[config.mk]
export PLATFORM = sky130hd
export DESIGN_NAME = cpu_controller
export DESIGN_NICKNAME = d
export VERILOG_FILES = /design/src/rtl/cpu_pkg.sv /design/src/rtl/cpu_ctrl_decode.sv /design/src/rtl/cpu_controller.sv
export SDC_FILE = /design/constraint.sdc
export NUM_CORES = 1
export LEC_CHECK = 0
export ABC_AREA = 1
export CORE_AREA = 2 2 39 41
export DETAILED_ROUTE_END_ITERATION = 10
export DIE_AREA = 0 0 41 43
export PLACE_DENSITY_LB_ADDON = 0.08
export SYNTH_ARGS = -nofsm -noshare
export SYNTH_HDL_FRONTEND = slang
export SYNTH_HIERARCHICAL = 1
export SYNTH_SLANG_ARGS = --single-unit
[constraint.sdc]
create_clock -name clock -period 2.7 [get_ports clock]
set_input_delay 0.405 -clock clock [delete_from_list [all_inputs] [get_ports clock]]
set_output_delay 0.405 -clock clock [all_outputs]
set_load 0.02 [all_outputs]
[src/rtl/cpu_pkg.sv]
// rtl/cpu_pkg.sv - shared opcode, ALU, accumulator-source and FSM state definitions (CPU_CTRL_STEP_EN adds ST_PAUSE)
package cpu_pkg;

    localparam logic [3:0] OP_NOP   = 4'h0;
    localparam logic [3:0] OP_LOADI = 4'h1;
    localparam logic [3:0] OP_ADD   = 4'h2;
    localparam logic [3:0] OP_SUB   = 4'h3;
    localparam logic [3:0] OP_AND   = 4'h4;
    localparam logic [3:0] OP_OR    = 4'h5;
    localparam logic [3:0] OP_XOR   = 4'h6;
    localparam logic [3:0] OP_NOT   = 4'h7;
    localparam logic [3:0] OP_MOV   = 4'h8;
    localparam logic [3:0] OP_LOADR = 4'h9;
    localparam logic [3:0] OP_JMP   = 4'hA;
    localparam logic [3:0] OP_JZ    = 4'hB;
    localparam logic [3:0] OP_SHL   = 4'hC;
    localparam logic [3:0] OP_SHR   = 4'hD;
    localparam logic [3:0] OP_RSVD  = 4'hE;
    localparam logic [3:0] OP_HALT  = 4'hF;

    localparam logic [2:0] ALU_ADD = 3'd0;
    localparam logic [2:0] ALU_SUB = 3'd1;
    localparam logic [2:0] ALU_AND = 3'd2;
    localparam logic [2:0] ALU_OR  = 3'd3;
    localparam logic [2:0] ALU_XOR = 3'd4;
    localparam logic [2:0] ALU_NOT = 3'd5;
    localparam logic [2:0] ALU_SHL = 3'd6;
    localparam logic [2:0] ALU_SHR = 3'd7;

    localparam logic [1:0] ACC_SRC_ALU = 2'd0;
    localparam logic [1:0] ACC_SRC_IMM = 2'd1;
    localparam logic [1:0] ACC_SRC_REG = 2'd2;

    typedef enum logic [2:0] {
        ST_INIT    = 3'd0,
        ST_FETCH   = 3'd1,
        ST_DECODE  = 3'd2,
        ST_EXECUTE = 3'd3,
`ifdef CPU_CTRL_STEP_EN
        ST_HALT    = 3'd4,
        ST_PAUSE   = 3'd5
`else
        ST_HALT    = 3'd4
`endif
    } state_t;

endpackage

[src/rtl/cpu_ctrl_decode.sv]
// rtl/cpu_ctrl_decode.sv - combinational opcode-to-execute-strobe map, gated by EXECUTE in the top
module cpu_ctrl_decode
    import cpu_pkg::*;
(
    input  logic [3:0] i_opcode,
    input  logic       i_zero,
    output logic       o_load_pc,
    output logic       o_load_acc,
    output logic       o_load_reg,
    output logic [1:0] o_sel_acc,
    output logic [2:0] o_alu_op,
    output logic       o_is_halt
);

    always_comb begin
        o_load_pc  = 1'b0;
        o_load_acc = 1'b0;
        o_load_reg = 1'b0;
        o_sel_acc  = ACC_SRC_ALU;
        o_alu_op   = ALU_ADD;
        o_is_halt  = 1'b0;
        case (i_opcode)
            OP_LOADI: begin o_load_acc = 1'b1; o_sel_acc = ACC_SRC_IMM; end
            OP_ADD:   begin o_load_acc = 1'b1; o_alu_op = ALU_ADD; end
            OP_SUB:   begin o_load_acc = 1'b1; o_alu_op = ALU_SUB; end
            OP_AND:   begin o_load_acc = 1'b1; o_alu_op = ALU_AND; end
            OP_OR:    begin o_load_acc = 1'b1; o_alu_op = ALU_OR;  end
            OP_XOR:   begin o_load_acc = 1'b1; o_alu_op = ALU_XOR; end
            OP_NOT:   begin o_load_acc = 1'b1; o_alu_op = ALU_NOT; end
            OP_MOV:   o_load_reg = 1'b1;
            OP_LOADR: begin o_load_acc = 1'b1; o_sel_acc = ACC_SRC_REG; end
            OP_JMP:   o_load_pc = 1'b1;
            OP_JZ:    o_load_pc = i_zero;
            OP_SHL:   begin o_load_acc = 1'b1; o_alu_op = ALU_SHL; end
            OP_SHR:   begin o_load_acc = 1'b1; o_alu_op = ALU_SHR; end
            OP_HALT:  o_is_halt = 1'b1;
            default:  ;
        endcase
    end

endmodule

[src/rtl/cpu_controller.sv]
// rtl/cpu_controller.sv - fetch/decode/execute control FSM; CPU_CTRL_STEP_EN adds single-step PAUSE
module cpu_controller
    import cpu_pkg::*;
(
    input  logic       clock,
    input  logic       reset,
    input  logic [3:0] opcode,
    input  logic       zero,
`ifdef CPU_CTRL_STEP_EN
    input  logic       step_req,
`endif
    output logic       LoadIR,
    output logic       IncPC,
    output logic       LoadPC,
    output logic       LoadAcc,
    output logic       LoadReg,
    output logic [1:0] SelAcc,
    output logic [2:0] ALUop,
    output logic       halted
);

    state_t     r_state;
    state_t     w_next_state;
    logic       w_load_pc;
    logic       w_load_acc;
    logic       w_load_reg;
    logic [1:0] w_sel_acc;
    logic [2:0] w_alu_op;
    logic       w_is_halt;

    cpu_ctrl_decode u_decode (
        .i_opcode   (opcode),
        .i_zero     (zero),
        .o_load_pc  (w_load_pc),
        .o_load_acc (w_load_acc),
        .o_load_reg (w_load_reg),
        .o_sel_acc  (w_sel_acc),
        .o_alu_op   (w_alu_op),
        .o_is_halt  (w_is_halt)
    );

    always_ff @(posedge clock or posedge reset) begin
        if (reset) r_state <= ST_INIT;
        else       r_state <= w_next_state;
    end

    always_comb begin
        w_next_state = r_state;
        case (r_state)
            ST_INIT:    w_next_state = ST_FETCH;
            ST_FETCH:   w_next_state = ST_DECODE;
            ST_DECODE:  w_next_state = ST_EXECUTE;
`ifdef CPU_CTRL_STEP_EN
            ST_EXECUTE: w_next_state = w_is_halt ? ST_HALT : ST_PAUSE;
            ST_PAUSE:   w_next_state = step_req ? ST_FETCH : ST_PAUSE;
`else
            ST_EXECUTE: w_next_state = w_is_halt ? ST_HALT : ST_FETCH;
`endif
            ST_HALT:    w_next_state = ST_HALT;
            default:    w_next_state = ST_INIT;
        endcase
    end

    // Decoder strobes only reach the datapath during EXECUTE.
    always_comb begin
        LoadIR  = 1'b0;
        IncPC   = 1'b0;
        LoadPC  = 1'b0;
        LoadAcc = 1'b0;
        LoadReg = 1'b0;
        SelAcc  = ACC_SRC_ALU;
        ALUop   = ALU_ADD;
        halted  = 1'b0;
        case (r_state)
            ST_FETCH: begin
                LoadIR = 1'b1;
                IncPC  = 1'b1;
            end
            ST_EXECUTE: begin
                LoadPC  = w_load_pc;
                LoadAcc = w_load_acc;
                LoadReg = w_load_reg;
                SelAcc  = w_sel_acc;
                ALUop   = w_alu_op;
            end
            ST_HALT: halted = 1'b1;
            default: ;
        endcase
    end

endmodule

==> impl_results.md <==
- Status: complete, no violations
- Flip-flop and latch area: 75.1 µm²
- Total wire length: between 600 and 700 µm
- Post-DP Area: roughly 500 µm²
- Grt ovf: 0
- ANT cells: 0
- Final Slew Violations: 0
- CTS Sinks: 3
- Worst hold path type: primary input to asynchronous set/reset pin
- Worst rel slew slack: 84.0%
- Max-cap viol count: 0
- I/O Buffers: 17
- Sequential area share after synthesis: 23.8%
- Via density: 3.77
- CTS tree: built
- Reg clk slew, reported paths: about 0.030 ns
- Sw frac: roughly 23%
- Setup Viol. Count Final: 0
- Crit-path max FO: 5
- Antenna-violating nets left: 0
- Pwr Density: 277 nW/µm²
- Largest net degree at the start of global routing: 9
- Peak Freq: 423 MHz
- Area grow syn2layout: 66.3%
- Via count: 358
- DRC viols: 0
- Final HPWL DP: between 500 and 600 µm
- Vias in the first global route: 299
- Avg Cell Area, Syn: 5.34 µm²
- Final Net Count: 87
- Unique masters post-synth: 12
- Die area: 1760 µm²
- 1st-iter DRT viols: 0
- Largest registers: r_state: 3 flops
- Setup TNS: 0 ns
- Post-Syn Instances: 59
- NetSw: 0.0000329 W
- Hold buffer count at CTS: 0
- Final period util: between 80 and 90%
- First-pass GRT wire length: 1100 µm
- Starting density of the core: 22.8%
- Hold Violations, Final: 0
- Root buf cell: clkbuf_4
- Max FFs per register: 3
- GP Congestion: 0.757
- Most common cell after layout, fill and taps aside: nor2_1
- CP Capture Type: primary output
- CP required: 2.30 ns
- Worst slew pin tran: 0.239 ns
- Max VDD drop: ~0.24 mV
- Setup Buffers After CTS: 0
- Htree depth: 1
- Die W: 41 µm
- Power share of the clock group: 52.3%
- Yosys reg bits: 3
- Final instance area: approximately 520 µm²
- Reg power frac: 31.1%
- Worst skew pair latency: 0.23 ns
- Core Area: 1380 µm²
- PostCTS Resize Cnt: 0
- Worst path arrival time: around 2.0 ns
- Comb pwr share: about 17%
- Share of layout cells above drive strength 1: 6.33%
- Worst setup path category: primary input to primary output
- Worst Skew: about 0.0013 ns
- YS warnings: 6
- Rows: 14
- Most flops, register: r_state
- DR pass1 iterations: 1
- Fillers: 164
- WL/cell: 6.96 µm
- Internal power: 0.000113 W
- Power consumption: 0.000145 W
- CP Launch Type: primary input
- Mapped Area: 315 µm²
- P_leak: 0.230 nW
- Commonest non-fill, non-tap cells in the layout: nor2_1, clkdlybuf4s50_1, inv_1
- CTS Buf Count: 3
- Die height: 43 µm
- Worst-case clock buffer depth: 2
- Footprint of the multi-input gates: about 180 µm²
- Initial antenna violation count: 0
- Syn nets: 66
- # IOs: 18
- Setup repair after global routing missed its margin: no
- GRT Util Overall: ~9.1%
- Min cycle time layout: between 2 and 2.5 ns
-- kinds of logic after synthesis --
logic type / count (synthesis) / synth area share [%]
AOI/OAI and AO/OA: 1 / 1.59
buffers and inverters: 16 / 20.2
DFF: 3 / 23.8
and+or+nand+nor: 39 / 54.4
-- worst paths after layout --
check	start	to	slack, ns	cells past startpoint
hold reg to reg	r_state[2]	r_state[2]	0.54	2
hold / removal	reset	r_state[0]	0.34	2
min in group clock	r_state[2]	r_state[2]	0.54	2
max in group asynchronous	reset	r_state[2]	2.24	2
setup / recovery	opcode[3]	SelAcc[0]	0.34	6
setup reg to reg	r_state[0]	r_state[2]	1.88	3
-- metal layers --
metal  vias to the layer above  GRT usage [%]  part of all wire [%]  wire [µm]
li1                        209              -                     -          -
met1                       137           13.6                    52        347
met2                        10           11.3                    41        271
met3                         2           1.57                   3.9         26
met4                         0           6.00                   2.4         16
met5                         -              0                     0          0
-- worst max-delay path: stages --
cell,delay (ns)
clkdlybuf4s50_1,0.48
or2_0,0.25
nor2_1,0.09
inv_1,0.04
nor2_1,0.09
clkdlybuf4s50_1,0.60
-- cell type report --
cell class	instances	area share, %
Multi-Input combinational cell	40	33.7
Clock buffer	4	5.01
Sequential cell	3	14.3
Timing Repair Buffer	17	32.5
Inverter	15	10.7
Tap cell	16	3.82
-- power by group through the flow --
stage	clock network, W	registers, W	logic (W)
final	0.0000760	0.0000453	0.0000242
after global routing	0.0000887	0.0000451	0.0000281
after floorplan	0	0.0000458	0.0000117
after global placement	0	0.0000458	0.0000247
after detailed placement	0	0.0000458	0.0000244
after CTS	0.0000799	0.0000452	0.0000245
-- per-stage QoR --
stage	setup WS [ns]	instances	util [%]	hold slack, ns
6_report	0.337	95	37.9	0.337
5_1_grt	0.210	95	37.9	0.353
4_1_cts	0.328	95	37.9	0.332
3_5_place_dp	0.326	91	36.0	0.542
3_3_place_gp	0.327	91	36.0	0.530
2_1_floorplan	1.03	59	-	0.159
-- cells in the mapped netlist --
| cell | n | area, µm² |
|---|---|---|
| nor2_1 | 21 | 78.8 |
| inv_1 | 15 | 56.3 |
| nand2_1 | 11 | 41.3 |
| dfrtp_1 | 3 | 75.1 |
| nor3_1 | 2 | 10.0 |
| buf_4 | 1 | 7.51 |
| nand2_2 | 1 | 6.26 |
| nand3_1 | 1 | 5.00 |
| nand3_4 | 1 | 17.5 |
| nand4_1 | 1 | 6.26 |
| o21ai_1 | 1 | 5.00 |
| or2_0 | 1 | 6.26 |
No activity file was read; power rests on OpenSTA's default activity.
